**config.mk**
```make
export PLATFORM = sky130hd
export DESIGN_NAME = rf_multiport_flat
export DESIGN_NICKNAME = d
export VERILOG_FILES = /design/src/rtl/rf_multiport_pkg.sv /design/src/rtl/rf_multiport_if.sv /design/src/rtl/rf_multiport_scoreboard.sv /design/src/rtl/rf_multiport.sv /design/src/flat_wrapper.sv
export SDC_FILE = /design/constraint.sdc
export NUM_CORES = 2
export LEC_CHECK = 0
export ABC_CLOCK_PERIOD_IN_PS = 2260
export CAP_MARGIN = 20
export CORE_ASPECT_RATIO = 1.4
export CORE_UTILIZATION = 55
export CTS_CLUSTER_SIZE = 28
export DETAILED_ROUTE_END_ITERATION = 8
export HOLD_SLACK_MARGIN = 0.06
export PLACE_DENSITY = 0.77
export SYNTH_ARGS = -nofsm -noshare
export SYNTH_HDL_FRONTEND = slang
export SYNTH_HIERARCHICAL = 1
export SYNTH_SLANG_ARGS = --single-unit
```
**constraint.sdc**
```tcl
create_clock -name clk -period 2.26 [get_ports clk]
set_input_delay 0.452 -clock clk [delete_from_list [all_inputs] [get_ports clk]]
set_output_delay 0.452 -clock clk [all_outputs]
set_load 0.02 [all_outputs]
```
**src/rtl/rf_multiport_pkg.sv**
```systemverilog
// Shared defaults and bus typedefs for the multiport register file slice.
// The optional same-cycle write bypass is selected with the RF_BYPASS_EN macro.
package rf_multiport_pkg;

  localparam int RF_XLEN = 32;
  localparam int RF_NREG = 32;
  localparam int RF_AW   = $clog2(RF_NREG);
  localparam int RF_NRD  = 2;
  localparam int RF_NWR  = 2;

  typedef logic [RF_XLEN-1:0] data_bus_t;
  typedef logic [RF_AW-1:0]   reg_addr_bus_t;

endpackage

```
**src/rtl/rf_multiport_if.sv**
```systemverilog
// Decode/writeback side bus of the register file: read ports, write ports, issue and flush.
interface rf_multiport_if
  import rf_multiport_pkg::*;
#(
  parameter int XLEN = RF_XLEN,
  parameter int AW   = RF_AW,
  parameter int NRD  = RF_NRD,
  parameter int NWR  = RF_NWR
);

  logic [NRD*AW-1:0]   raddr;
  logic [NRD*XLEN-1:0] rdata;
  logic [NRD-1:0]      rbusy;
  logic [NWR-1:0]      we;
  logic [NWR*AW-1:0]   waddr;
  logic [NWR*XLEN-1:0] wdata;
  logic                iss_valid;
  logic [AW-1:0]       iss_addr;
  logic                flush;

  modport master (
    output raddr, we, waddr, wdata, iss_valid, iss_addr, flush,
    input  rdata, rbusy
  );

  modport slave (
    input  raddr, we, waddr, wdata, iss_valid, iss_addr, flush,
    output rdata, rbusy
  );

endinterface

```
**src/rtl/rf_multiport_scoreboard.sv**
```systemverilog
// Per-register busy bits: issue sets, writeback clears, flush clears everything.
module rf_scoreboard
  import rf_multiport_pkg::*;
#(
  parameter int NREG = RF_NREG,
  parameter int AW   = RF_AW,
  parameter int NRD  = RF_NRD,
  parameter int NWR  = RF_NWR
) (
  input  logic              clk,
  input  logic              rst,
  input  logic              iss_valid,
  input  logic [AW-1:0]     iss_addr,
  input  logic              flush,
  input  logic [NWR-1:0]    we,
  input  logic [NWR*AW-1:0] waddr,
  input  logic [NRD*AW-1:0] raddr,
  output logic [NRD-1:0]    rbusy
);

  logic [NREG-1:0] busy;
  logic [NREG-1:0] busy_nxt;

  // Set is applied after clear so a new producer wins over a retiring one.
  always_comb begin
    busy_nxt = busy;
    for (int a = 1; a < NREG; a++) begin
      for (int j = 0; j < NWR; j++) begin
        if (we[j] && (waddr[j*AW +: AW] == AW'(a)))
          busy_nxt[a] = 1'b0;
      end
      if (iss_valid && (iss_addr == AW'(a)))
        busy_nxt[a] = 1'b1;
    end
    busy_nxt[0] = 1'b0;
    if (flush)
      busy_nxt = '0;
  end

  always_ff @(posedge clk or negedge rst) begin
    if (!rst)
      busy <= '0;
    else
      busy <= busy_nxt;
  end

  always_comb begin
    rbusy = '0;
    for (int i = 0; i < NRD; i++)
      rbusy[i] = busy[raddr[i*AW +: AW]];
  end

endmodule

```
**src/rtl/rf_multiport.sv**
```systemverilog
// Multiport register file with x0 hardwired to zero and a busy scoreboard.
// Define RF_BYPASS_EN to forward same-cycle write data and busy clears to the read ports.
module rf_multiport
  import rf_multiport_pkg::*;
#(
  parameter int XLEN = RF_XLEN,
  parameter int NREG = RF_NREG,
  parameter int AW   = RF_AW,
  parameter int NRD  = RF_NRD,
  parameter int NWR  = RF_NWR
) (
  input  logic         clk,
  input  logic         rst,
  rf_multiport_if.slave bus
);

  logic [XLEN-1:0] mem    [NREG];
  logic [XLEN-1:0] wr_val [NREG];
  logic [NREG-1:0] wr_hit;
  logic [NRD-1:0]  sb_rbusy;
  logic [AW-1:0]   ra;

  // Later ports overwrite earlier ones, so the highest-index writer wins.
  always_comb begin
    wr_hit = '0;
    for (int a = 0; a < NREG; a++)
      wr_val[a] = mem[a];
    for (int a = 1; a < NREG; a++) begin
      for (int j = 0; j < NWR; j++) begin
        if (bus.we[j] && (bus.waddr[j*AW +: AW] == AW'(a))) begin
          wr_hit[a] = 1'b1;
          wr_val[a] = bus.wdata[j*XLEN +: XLEN];
        end
      end
    end
  end

  always_ff @(posedge clk or negedge rst) begin
    if (!rst) begin
      for (int a = 0; a < NREG; a++)
        mem[a] <= '0;
    end else begin
      for (int a = 1; a < NREG; a++) begin
        if (wr_hit[a])
          mem[a] <= wr_val[a];
      end
    end
  end

  rf_scoreboard #(
    .NREG (NREG),
    .AW   (AW),
    .NRD  (NRD),
    .NWR  (NWR)
  ) u_scoreboard (
    .clk       (clk),
    .rst       (rst),
    .iss_valid (bus.iss_valid),
    .iss_addr  (bus.iss_addr),
    .flush     (bus.flush),
    .we        (bus.we),
    .waddr     (bus.waddr),
    .raddr     (bus.raddr),
    .rbusy     (sb_rbusy)
  );

  always_comb begin
    bus.rdata = '0;
    bus.rbusy = '0;
    ra        = '0;
    for (int i = 0; i < NRD; i++) begin
      ra = bus.raddr[i*AW +: AW];
`ifdef RF_BYPASS_EN
      if (ra != '0)
        bus.rdata[i*XLEN +: XLEN] = wr_val[ra];
      // wr_hit[0] is never set, so x0 keeps rbusy low here.
      if (wr_hit[ra])
        bus.rbusy[i] = bus.iss_valid && (bus.iss_addr == ra) && !bus.flush;
      else
        bus.rbusy[i] = sb_rbusy[i];
`else
      if (ra != '0)
        bus.rdata[i*XLEN +: XLEN] = mem[ra];
      bus.rbusy[i] = sb_rbusy[i];
`endif
    end
  end

endmodule

```
**src/flat_wrapper.sv**
```systemverilog
// flat-port wrapper written by rule: the top's interface ports become plain ports
module rf_multiport_flat import rf_multiport_pkg::*;
#(
  parameter int XLEN = RF_XLEN,
  parameter int NREG = RF_NREG,
  parameter int AW   = RF_AW,
  parameter int NRD  = RF_NRD,
  parameter int NWR  = RF_NWR
)
  (clk, rst, bus_raddr, bus_we, bus_waddr, bus_wdata, bus_iss_valid, bus_iss_addr, bus_flush, bus_rdata, bus_rbusy);
  rf_multiport_if #(.XLEN(XLEN), .AW(AW), .NRD(NRD), .NWR(NWR)) bus_i ();
  input  logic clk;
  input  logic rst;
  input wire logic [$bits(bus_i.raddr)-1:0] bus_raddr;
  input wire logic [$bits(bus_i.we)-1:0] bus_we;
  input wire logic [$bits(bus_i.waddr)-1:0] bus_waddr;
  input wire logic [$bits(bus_i.wdata)-1:0] bus_wdata;
  input wire logic [$bits(bus_i.iss_valid)-1:0] bus_iss_valid;
  input wire logic [$bits(bus_i.iss_addr)-1:0] bus_iss_addr;
  input wire logic [$bits(bus_i.flush)-1:0] bus_flush;
  output wire logic [$bits(bus_i.rdata)-1:0] bus_rdata;
  output wire logic [$bits(bus_i.rbusy)-1:0] bus_rbusy;
  assign bus_i.raddr = bus_raddr;
  assign bus_i.we = bus_we;
  assign bus_i.waddr = bus_waddr;
  assign bus_i.wdata = bus_wdata;
  assign bus_i.iss_valid = bus_iss_valid;
  assign bus_i.iss_addr = bus_iss_addr;
  assign bus_i.flush = bus_flush;
  assign bus_rdata = bus_i.rdata;
  assign bus_rbusy = bus_i.rbusy;
  rf_multiport #(.XLEN(XLEN), .NREG(NREG), .AW(AW), .NRD(NRD), .NWR(NWR)) u_core (.clk(clk), .rst(rst), .bus(bus_i));
endmodule
```
==> summary.md <==
| Metric | Value |
|---|---|
| Syn_nets | `6,741` |
| Post-synth top area cell | `dfrtp_1` |
| Asr flop ratio synth | `1.00` |
| Gr usage total | `0.474` |
| Area of the mapped netlist | `64,800 um^2` |
| Final min period | `3.00 ns` |
| Yosys top cell area share | `0.395` |
| Fillers | `~7,700` |
| Max Cap Viol | `0` |
| Post-detail-place hpwl | `185,000 um` |
| Clock Sink Count | `1,023` |
| Number of top-level pins | `161` |
| Crit Reg-Reg Endpoint | `u_core/u_scoreboard/busy[23]` |
| Yosys cell types | `57` |
| Crit start category | `input pin` |
| Die Ht | `between 400 and 500 um` |
| Drt drc | `0` |
| Synth warn | `70` |
| Routability cong. | `approximately 1.0` |
| Die Wd | `292 um` |
| Period utilisation layout | `1.33` |
| Hold WS | `around 0.19 ns` |
| Layout net count | `7,407` |
| Reg-to-reg slack, setup | `1.08 ns` |
| Primary FF master, synth | `dfrtp_1` |
| Area Growth Syn to Fin | `28.6%` |
| Share of layout cells above drive strength 1 | `0.277` |
| Post-synth EDFFs | `0` |
| Routed via count | `63,700` |
| Post-synthesis sequential area ratio | `0.395` |
| Die area | `119,000 um^2` |
| Worst r2r src | `u_core/u_scoreboard/busy[23]` |
| Req. time, crit path | `1.81 ns` |
| Design area | `83,300 um^2` |
| Cell row count | `148` |
| Worst reg2reg path depth | `5` |
| First-pass GRT wire length | `417,000 um` |
| Outcome | `finished with violations` |
| CTS root buf | `clkbuf_16` |
| Final hold violations | `0` |
| RSZ-0062 raised after global routing | `yes` |
| Total power draw | `about 0.068 W` |
| PD cells | `813 nW/um^2` |
| Total Wirelength | `roughly 290,000 um` |
| Worst min path class | `input pin to asynchronous set/reset pin` |
| WL per Instance | `32.3 um` |
| Non-Filler Instances | `8,904` |
| Antenna violations before repair | `5` |
| F_max | `0.333 GHz` |
| TritonCTS Buffers | `about 100` |
| Initial Util | `0.556` |
| Post-synthesis register bit count | `1,023` |
| Reg clk slew, reported paths | `0.06 ns` |
| Crit-path max FO | `12` |
| Largest net degree at the start of global routing | `91` |
| Synth Area per Inst | `9.75 um^2` |
| Final Slew Violations | `0` |
| Post-DP Area | `between 70,000 and 80,000 um^2` |
| CTS tree | `yes` |
| Initial DRC count | `8,835` |
| Core box area | `116,000 um^2` |
| Worst path arrival time | `2.55 ns` |
| Grt ovf | `0` |
| LEAKAGE | `38.7 nW` |
| Placed insts | `8,600` |
| Post-Syn Instances | `6,646` |
| Top post-synthesis cells by area | `dfrtp_1 (40%), mux2i_1 (25%), mux4_2 (4.6%), a21oi_1 (4.2%), o21ai_0 (3.6%)` |
| Rel. slew slack | `0.519` |
| Setup violators final | `66` |
| Violated checks | `negative setup slack` |
| CTS H-tree depth | `3` |
| Slack of the critical path | `-0.745 ns` |
| Clock Latency Late Sink | `0.77 ns` |
| Port-buffer cells | `160` |
| CTS Buffer Depth | `3` |
| Setup crit end kind | `output port` |
| Pre-antenna DRT Iters | `9` |
| CP Class | `input pin to output port` |
| Peak VDD IR | `between 0.0007 and 0.0008 V` |
| Via-to-Cell Ratio | `7.16` |
| ANT nets after route | `0` |
| Final clock skew | `0 ns` |
| Worst-margin pin slew | `around 0.7 ns` |
| Vias in the first global route | `~64,000` |
[per-stage QoR]
step / setup slack (ns) / TNS [ns] / utilization
after floorplan: -0.113 / -2.59 / -
after global placement: -1.23 / -125.90 / 0.662
after detailed placement: -1.21 / -142.99 / 0.662
after CTS: -0.686 / -34.37 / 0.709
after global routing: -0.733 / -38.12 / 0.715
final: -0.745 / -38.00 / 0.715
[worst max-delay path, cell delays in order]
cell and delay [ns]:
clkdlybuf4s15_1 0.29, buf_12 0.21, nand2_2 0.12, buf_4 0.40, buf_4 0.23, nor3_2 0.05
buf_4 0.14, a211oi_4 0.43, buf_6 0.20
[cells by family (layout without fill, tap and decap cells)]
group           count (synthesis)  after routing  share of synthesized area
other cells                     0              6                          0
flops                        1023           1023                      0.395
compound gates               1577           1577                      0.140
buf+inv                       760           1510                     0.0538
mux                          1850           1850                      0.314
simple gates                 1436           1438                     0.0969
[routing by layer]
layer	routed length, um	vias to the layer above	track usage	part of all wire
met4	35600	8	0.473	0.12
met1	89100	30100	0.518	0.31
li1	-	25500	-	-
met2	121000	5816	0.681	0.42
met5	214	-	0.0126	0.00074
met3	41900	2301	0.195	0.15
[sequential cells by signal (all words and copies together), names as in the netlist]
name / count
u_core/u_scoreboard/busy: 31
u_core/mem: 992
[cell usage in the layout (no fill, tap or decap), types with 93 or more instances in the layout]
master / synthesis / routed
clkbuf_16: 0 / 108
buf_12: 0 / 236
o22ai_1: 287 / 257
a21oi_1: 549 / 523
buf_4: 75 / 862
mux2_2: 129 / 96
a22oi_1: 122 / 93
nor2_1: 572 / 559
nand2_1: 513 / 487
buf_6: 13 / 112
mux2i_1: 1586 / 1586
mux4_2: 131 / 133
o21ai_0: 470 / 470
dfrtp_1: 1023 / 1023
[cells in the mapped netlist, types with 4 or more instances]
master,n
and2_1,4
nor2_2,8
buf_4,75
a32oi_1,8
o22ai_1,287
mux2_2,129
a22oi_1,122
o21ai_0,470
nor3_1,130
and4b_1,9
mux4_2,131
buf_1,14
buf_6,13
a211oi_1,64
clkbuf_2,6
clkbuf_1,486
o21ai_1,10
nand3_1,13
or3_1,34
a21oi_1,549
nand2_1,513
and4bb_2,7
buf_8,4
buf_2,160
mux2i_1,1586
nor2b_1,56
a221o_1,32
a221oi_1,32
nand2b_1,19
dfrtp_1,1023
nor4_1,28
nor4_2,4
or2_2,5
nor2_1,572
[repair_timing]
action                                 in CTS  in global routing
gates resized for setup                   511                 80
pin swaps                                 126                 57
gates cloned                                5                  2
hold buffers                                1                  0
setup endpoints to repair                  66                 66
buffers inserted                           81                 34
endpoints found under the hold margin     384                  0
[power breakdown]
part	switching (W)	internal (W)	leakage, nW
Clock	0.00809	0.0104	1.77
Sequential	0.00387	0.0231	12.5
Combinational	0.0110	0.0112	24.4
[worst max path at each step]
| stage | slack, ns | depth (start not counted) | end | from |
|---|---|---|---|---|
| CTS | -0.69 | 6 | bus_rdata[36] | u_core/mem[804] |
| finish | -0.74 | 9 | bus_rdata[46] | bus_raddr[8] |
| global route | -0.73 | 9 | bus_rdata[46] | bus_raddr[8] |
| global placement | -1.23 | 7 | bus_rdata[16] | bus_raddr[3] |
| detailed placement | -1.21 | 7 | bus_rdata[16] | bus_raddr[3] |
| floorplan | -0.11 | 9 | bus_rdata[21] | bus_raddr[1] |
[area by class of cell]
type,count,area [um^2],share of cell area
multi-input combinational,4865,38500,0.462
sequential,1023,25600,0.307
timing repair buffer,1316,13800,0.165
clock buffer,148,3100,0.0372
tap,1500,1880,0.0225
clock inverter,44,463,0.00556
antenna,6,15.0,0.000180
inverter,2,7.51,0.0000901
No activity file was read; power rests on OpenSTA's default activity.
